### src/rtl/mem_rr_arbiter.sv
// Round-robin arbiter that shares one memory slave port among CNT masters and routes responses in order.
// Define MEM_RR_ARB_CREDIT_EN to add per-master outstanding-request limits (MAX_OUTSTANDING).
module mem_rr_arbiter #(
    parameter int unsigned CNT             = 2,
    parameter int unsigned QUEUE_DEPTH     = 4,
    parameter int unsigned MAX_OUTSTANDING = 2,
    parameter int unsigned REQ_W           = 32,
    parameter int unsigned RESP_W          = 32
) (
    input  logic                           clk,
    input  logic                           rst,
    input  logic [CNT-1:0]                 master_req_valid,
    output logic [CNT-1:0]                 master_req_ready,
    input  logic [CNT-1:0][REQ_W-1:0]      master_req_data,
    output logic [CNT-1:0]                 master_resp_valid,
    input  logic [CNT-1:0]                 master_resp_ready,
    output logic [CNT-1:0][RESP_W-1:0]     master_resp_data,
    output logic                           slave_req_valid,
    input  logic                           slave_req_ready,
    output logic [REQ_W-1:0]               slave_req_data,
    input  logic                           slave_resp_valid,
    output logic                           slave_resp_ready,
    input  logic [RESP_W-1:0]              slave_resp_data
);

    localparam int unsigned IDXW = (CNT > 1) ? $clog2(CNT) : 1;
    localparam int unsigned PTRW = $clog2(QUEUE_DEPTH);
    localparam int unsigned CNTW = $clog2(QUEUE_DEPTH) + 1;

    if (CNT < 1) begin : gen_bad_cnt
        $error("mem_rr_arbiter: CNT must be at least 1");
    end
    if (QUEUE_DEPTH < 2 || (QUEUE_DEPTH & (QUEUE_DEPTH - 1)) != 0) begin : gen_bad_depth
        $error("mem_rr_arbiter: QUEUE_DEPTH must be a power of two, at least 2");
    end
    if (MAX_OUTSTANDING < 1) begin : gen_bad_max
        $error("mem_rr_arbiter: MAX_OUTSTANDING must be at least 1");
    end

    logic [IDXW-1:0] prio_q;
    logic            lock_q;
    logic [IDXW-1:0] lock_idx_q;

    logic [IDXW-1:0] fifo_q [QUEUE_DEPTH];
    logic [PTRW-1:0] wr_ptr_q;
    logic [PTRW-1:0] rd_ptr_q;
    logic [CNTW-1:0] count_q;

    logic [CNT-1:0]  eligible;
    logic            any_eligible;
    logic [IDXW-1:0] sel_scan;
    logic [IDXW-1:0] sel;
    logic [IDXW-1:0] head;
    logic            fifo_full;
    logic            fifo_empty;
    logic            req_hs;
    logic            resp_hs;

    // ---------------------------------------------------------------------
    // Eligibility
    // ---------------------------------------------------------------------
`ifdef MEM_RR_ARB_CREDIT_EN
    localparam int unsigned CREDW = $clog2(MAX_OUTSTANDING + 1);

    logic [CREDW-1:0] credit_q [CNT];

    always_comb begin
        eligible = '0;
        for (int i = 0; i < CNT; i++) begin
            eligible[i] = master_req_valid[i] && (credit_q[i] < CREDW'(MAX_OUTSTANDING));
        end
    end

    // Same-cycle increment and decrement of one master cancel out.
    always_ff @(posedge clk or negedge rst) begin
        if (!rst) begin
            for (int i = 0; i < CNT; i++) begin
                credit_q[i] <= '0;
            end
        end else begin
            for (int i = 0; i < CNT; i++) begin
                case ({req_hs && sel == IDXW'(i), resp_hs && head == IDXW'(i)})
                    2'b10:   credit_q[i] <= credit_q[i] + CREDW'(1);
                    2'b01:   credit_q[i] <= credit_q[i] - CREDW'(1);
                    default: credit_q[i] <= credit_q[i];
                endcase
            end
        end
    end
`else
    assign eligible = master_req_valid;
`endif

    assign any_eligible = |eligible;

    // ---------------------------------------------------------------------
    // Round-robin selection starting at prio_q; explicit wrap so any CNT works.
    // ---------------------------------------------------------------------
    always_comb begin
        logic [IDXW-1:0] idx;
        logic            found;
        idx      = prio_q;
        found    = 1'b0;
        sel_scan = prio_q;
        for (int k = 0; k < CNT; k++) begin
            if (!found && eligible[idx]) begin
                sel_scan = idx;
                found    = 1'b1;
            end
            idx = (idx == IDXW'(CNT - 1)) ? '0 : idx + IDXW'(1);
        end
    end

    assign sel = lock_q ? lock_idx_q : sel_scan;

    // ---------------------------------------------------------------------
    // Request path
    // ---------------------------------------------------------------------
    assign fifo_full       = (count_q == CNTW'(QUEUE_DEPTH));
    assign fifo_empty      = (count_q == '0);
    assign slave_req_valid = rst && any_eligible && !fifo_full;
    assign slave_req_data  = master_req_data[sel];
    assign req_hs          = slave_req_valid && slave_req_ready;

    always_comb begin
        master_req_ready = '0;
        for (int i = 0; i < CNT; i++) begin
            master_req_ready[i] = req_hs && (sel == IDXW'(i));
        end
    end

    // ---------------------------------------------------------------------
    // Response routing from the FIFO head
    // ---------------------------------------------------------------------
    assign head             = fifo_q[rd_ptr_q];
    assign slave_resp_ready = rst && !fifo_empty && master_resp_ready[head];
    assign resp_hs          = slave_resp_valid && slave_resp_ready;

    always_comb begin
        master_resp_valid = '0;
        for (int i = 0; i < CNT; i++) begin
            master_resp_valid[i] = slave_resp_valid && !fifo_empty && (head == IDXW'(i));
            master_resp_data[i]  = slave_resp_data;
        end
    end

    // ---------------------------------------------------------------------
    // Arbitration state: priority pointer and stall lock
    // ---------------------------------------------------------------------
    always_ff @(posedge clk or negedge rst) begin
        if (!rst) begin
            prio_q     <= '0;
            lock_q     <= 1'b0;
            lock_idx_q <= '0;
        end else begin
            if (req_hs) begin
                prio_q <= (sel == IDXW'(CNT - 1)) ? '0 : sel + IDXW'(1);
                lock_q <= 1'b0;
            end else if (slave_req_valid) begin
                // Hold the grant until the slave takes it.
                lock_q     <= 1'b1;
                lock_idx_q <= sel;
            end
        end
    end

    // ---------------------------------------------------------------------
    // Routing FIFO of master indices
    // ---------------------------------------------------------------------
    always_ff @(posedge clk or negedge rst) begin
        if (!rst) begin
            wr_ptr_q <= '0;
            rd_ptr_q <= '0;
            count_q  <= '0;
            for (int i = 0; i < QUEUE_DEPTH; i++) begin
                fifo_q[i] <= '0;
            end
        end else begin
            if (req_hs) begin
                fifo_q[wr_ptr_q] <= sel;
                wr_ptr_q         <= wr_ptr_q + PTRW'(1);
            end
            if (resp_hs) begin
                rd_ptr_q <= rd_ptr_q + PTRW'(1);
            end
            case ({req_hs, resp_hs})
                2'b10:   count_q <= count_q + CNTW'(1);
                2'b01:   count_q <= count_q - CNTW'(1);
                default: count_q <= count_q;
            endcase
        end
    end

endmodule

### config.mk
export PLATFORM = sky130hd
export DESIGN_NAME = mem_rr_arbiter
export DESIGN_NICKNAME = d
export VERILOG_FILES = /design/src/rtl/mem_rr_arbiter.sv
export SDC_FILE = /design/constraint.sdc
export NUM_CORES = 1
export LEC_CHECK = 0
export ABC_AREA = 1
export ABC_CLOCK_PERIOD_IN_PS = 3000
export CAP_MARGIN = 25
export CORE_MARGIN = 2
export CORE_UTILIZATION = 30
export DETAILED_ROUTE_END_ITERATION = 7
export HOLD_SLACK_MARGIN = 0.1
export PLACE_DENSITY = 0.89
export SLEW_MARGIN = 20
export SYNTH_ARGS = -nofsm -noshare
export SYNTH_HDL_FRONTEND = slang
export SYNTH_SLANG_ARGS = --single-unit
### constraint.sdc
create_clock -name clk -period 3 [get_ports clk]
set_clock_uncertainty 0.05 [all_clocks]
set_input_delay 0.6 -clock clk [delete_from_list [all_inputs] [get_ports clk]]
set_output_delay 0.6 -clock clk [all_outputs]
set_load 0.03 [all_outputs]
==> impl_results.md, run 1 <==
* Outcome: finished clean
* Final setup fails at 0
* Post-layout nets at 424
* GP Congestion at 0.8218
* Endpoint, Worst Hold: prio_q
* Power Dens Cells at between 900 and 1000 nW/um^2
* Sw frac at a little over half
* Logic pwr share at 75.0%
* Share of cells above drive strength 1 at 18.53%
* H-tree depth at 1
* CP endpoint kind: output pin
* Max-cap violation count at 0
* CTS clk-pin slew, worst paths at approximately 0.060 ns
* Crit path launch type: input pin
* Largest net degree at the start of global routing at 34
* Unrepaired setup endpoints after global routing: false
* Yosys top cell by area: buf_4
* Area share of the largest cell type after synthesis at between 20% and 30%
* Syn Std Cell Area at 1747 um^2
* Drc violations at 0
* Leakage Power at 1.239 nW
* N_diodes at 0
* Worst Hold Depth at 2
* Vias post-DR at about 1700
* Most common cell after layout, fill and taps aside: nand2_1
* HPWL Detailed at around 4.3 mm
* Mapped Avg Cell Area at between 6 and 7 um^2
* Power share of the sequential group at 16.3%
* TritonCTS clock tree: yes
* Final setup margin at between 0.2 and 0.3 ns
* Max Slew Vio Count at 0
* Hold path startpoint: prio_q
* P_int at 0.001008 W
* Commonest non-fill, non-tap cells in the layout: nand2_1, clkdlybuf4s50_1, buf_4
* Synth top area cells: buf_4, nand2_1, dfrtp_1, inv_1, ha_1
* Post-synth cell types at 27
* Via density at between 4 and 5
* Core area at around 5600 um^2
* Routed len/inst at between 10 and 15 um
* Num CTS Buffers at 3
* Fmax at between 0.3 and 0.4 GHz
* P&R area growth vs syn at 37.75%
* First-pass GRT wire length at between 7 and 8 mm
* YS warnings at 0
* Worst vdd ir at ~450 uV
* Minimum clock period at 2.743 ns
* Arr. time, crit path at approximately 2.1 ns
* Final period util at between 90% and 100%
* Clk pwr share at approximately 8.7%
* R2R setup slack at about 0.83 ns
* Crit Reg-Reg Endpoint: count_q[2]
* GRT Util Overall at 14.53%
* Post-CTS setup buffer count at 0
* R2r worst-path depth at 13
* DRT iter0 DRCs at 24
* P_sw at approximately 0.0012 W
* Cell area after layout at 2406 um^2
* Num rows at 27
* DR pass1 iterations at 4
* Synthesis-stage register bit count at 14
* Die width at 80.31 um
* Fin. Hold Viols at 0
* Routed Antenna Nets at 0
* Initial Utilization at about a third
* Insertion delay to the later sink of the worst-skew pair at 0.25 ns
* Pre-CTS WS at approximately 0.25 ns
* Cells after Synth at between 200 and 300
* Post-synthesis sequential area ratio at ~20%
* FF-to-FF Start: rd_ptr_q[0]
* Setup TNS at 0 ns
* Syn nets at ~380
* Hold Crit Class: register to register
* Clock Tree Buf Depth at 2
* CTS root buffer: clkbuf_8
* Slew headroom at around four fifths
* Least-Margin Pin Slew at between 0.3 and 0.4 ns
* Clock sink count at 14
* Global route overflow at 0
* DRT Wirelength at 4.946 mm
* I/O Buffers at ~110
* Critical path required time at between 2 and 2.5 ns
* Die ar. at roughly 6400 um^2
* I/O Pins at a little over 200
* Chip height at ~80 um
* Vias in the first global route at 1516
* Placed Instance Area at approximately 2400 um^2
* CP max FO at 23
* Resize count post-CTS at 0
* Hold-fix buffers, CTS at 0
* Initial antenna violation count at 0
* Critical path class: input pin to output pin
==> logic make-up after synthesis <==
logic type | count (synthesis) | share of synthesized area (%)
xor gates and xnor gates | 3 | 1.505
and+or+nand+nor | 131 | 31.23
buffers and inverters | 91 | 35.39
DFF | 14 | 20.06
AOI/OAI and AO/OA | 20 | 7.091
adders and majority gates | 6 | 4.728
==> sequential cells by signal, indices dropped and copies added, names as in the netlist <==
| register | flops |
|---|---|
| fifo_q | 4 |
| count_q | 3 |
| rd_ptr_q | 2 |
| wr_ptr_q | 2 |
| lock_idx_q | 1 |
| lock_q | 1 |
| prio_q | 1 |
==> worst max-delay path: stages <==
cell,delay (ns)
clkdlybuf4s50_1,0.49
inv_1,0.07
a21oi_2,0.14
o21ai_2,0.08
o21ai_4,0.08
buf_4,0.28
nand2_1,0.10
nand2_1,0.08
buf_4,0.15
==> layer usage <==
metal / up-vias / GRT usage [%] / part of all wire (%)
met5: - / 0 / 0
met4: 0 / 6.949 / 3.3
met3: 10 / 5.843 / 11
met2: 92 / 24.25 / 49
met1: 716 / 16.00 / 37
li1: 844 / - / -
==> final cells by class <==
| class | count | area [um^2] |
|---|---|---|
| fill | 534 | 3168 |
| timing repair buffer | 114 | 1051 |
| multi-input combinational | 160 | 778.2 |
| sequential | 14 | 350.3 |
| tap | 72 | 90.09 |
| inverter | 21 | 81.33 |
| clock buffer | 4 | 55.05 |
==> power by group through the flow <==
stage | clock network [W] | registers, W | logic (W)
final | 0.000191 | 0.000357 | 0.00164
after global routing | 0.000203 | 0.000369 | 0.00179
after CTS | 0.000195 | 0.000358 | 0.00166
after detailed placement | 0 | 0.000362 | 0.00165
after global placement | 0 | 0.000358 | 0.00162
after floorplan | 0 | 0.000342 | 0.00128
==> Yosys cell counts (all sizes together) <==
cell / number
nand2: 114
o21ai: 8
ha: 5
dfrtp: 14
nor2: 8
xor2: 2
a31oi: 4
nor3: 2
nand4: 2
a21oi: 8
xnor2: 1
nand3: 5
inv: 21
buf: 70
fa: 1
==> stage by stage <==
stage          hold slack [ns]  utilization, %  total power [W]  cells
2_1_floorplan           0.2544               -         0.001619    265
3_3_place_gp            0.4533           42.18         0.001980    381
3_5_place_dp            0.4682           42.18         0.002015    381
4_1_cts                 0.4802           43.17         0.002216    385
5_1_grt                 0.4908           43.17         0.002361    385
6_report                0.4766           43.17         0.002192    385
==> worst max path at each step <==
stage,start,to,cells after the start
after global routing,master_req_valid[1],slave_req_data[22],9
after detailed placement,master_req_valid[1],slave_req_data[29],9
after CTS,master_req_valid[0],slave_req_data[6],8
final,master_req_valid[1],slave_req_data[29],9
after floorplan,master_req_valid[1],master_req_ready[1],7
after global placement,master_req_valid[1],slave_req_data[25],9
Note: power is estimated with default switching activity, not from simulation.
==> run 2, diff against run 1 <==
CTS_CLUSTER_SIZE = 20   (was unset)
==> results of run 2 <==
Final layout, timing and power as in run 1 (identical DEF).
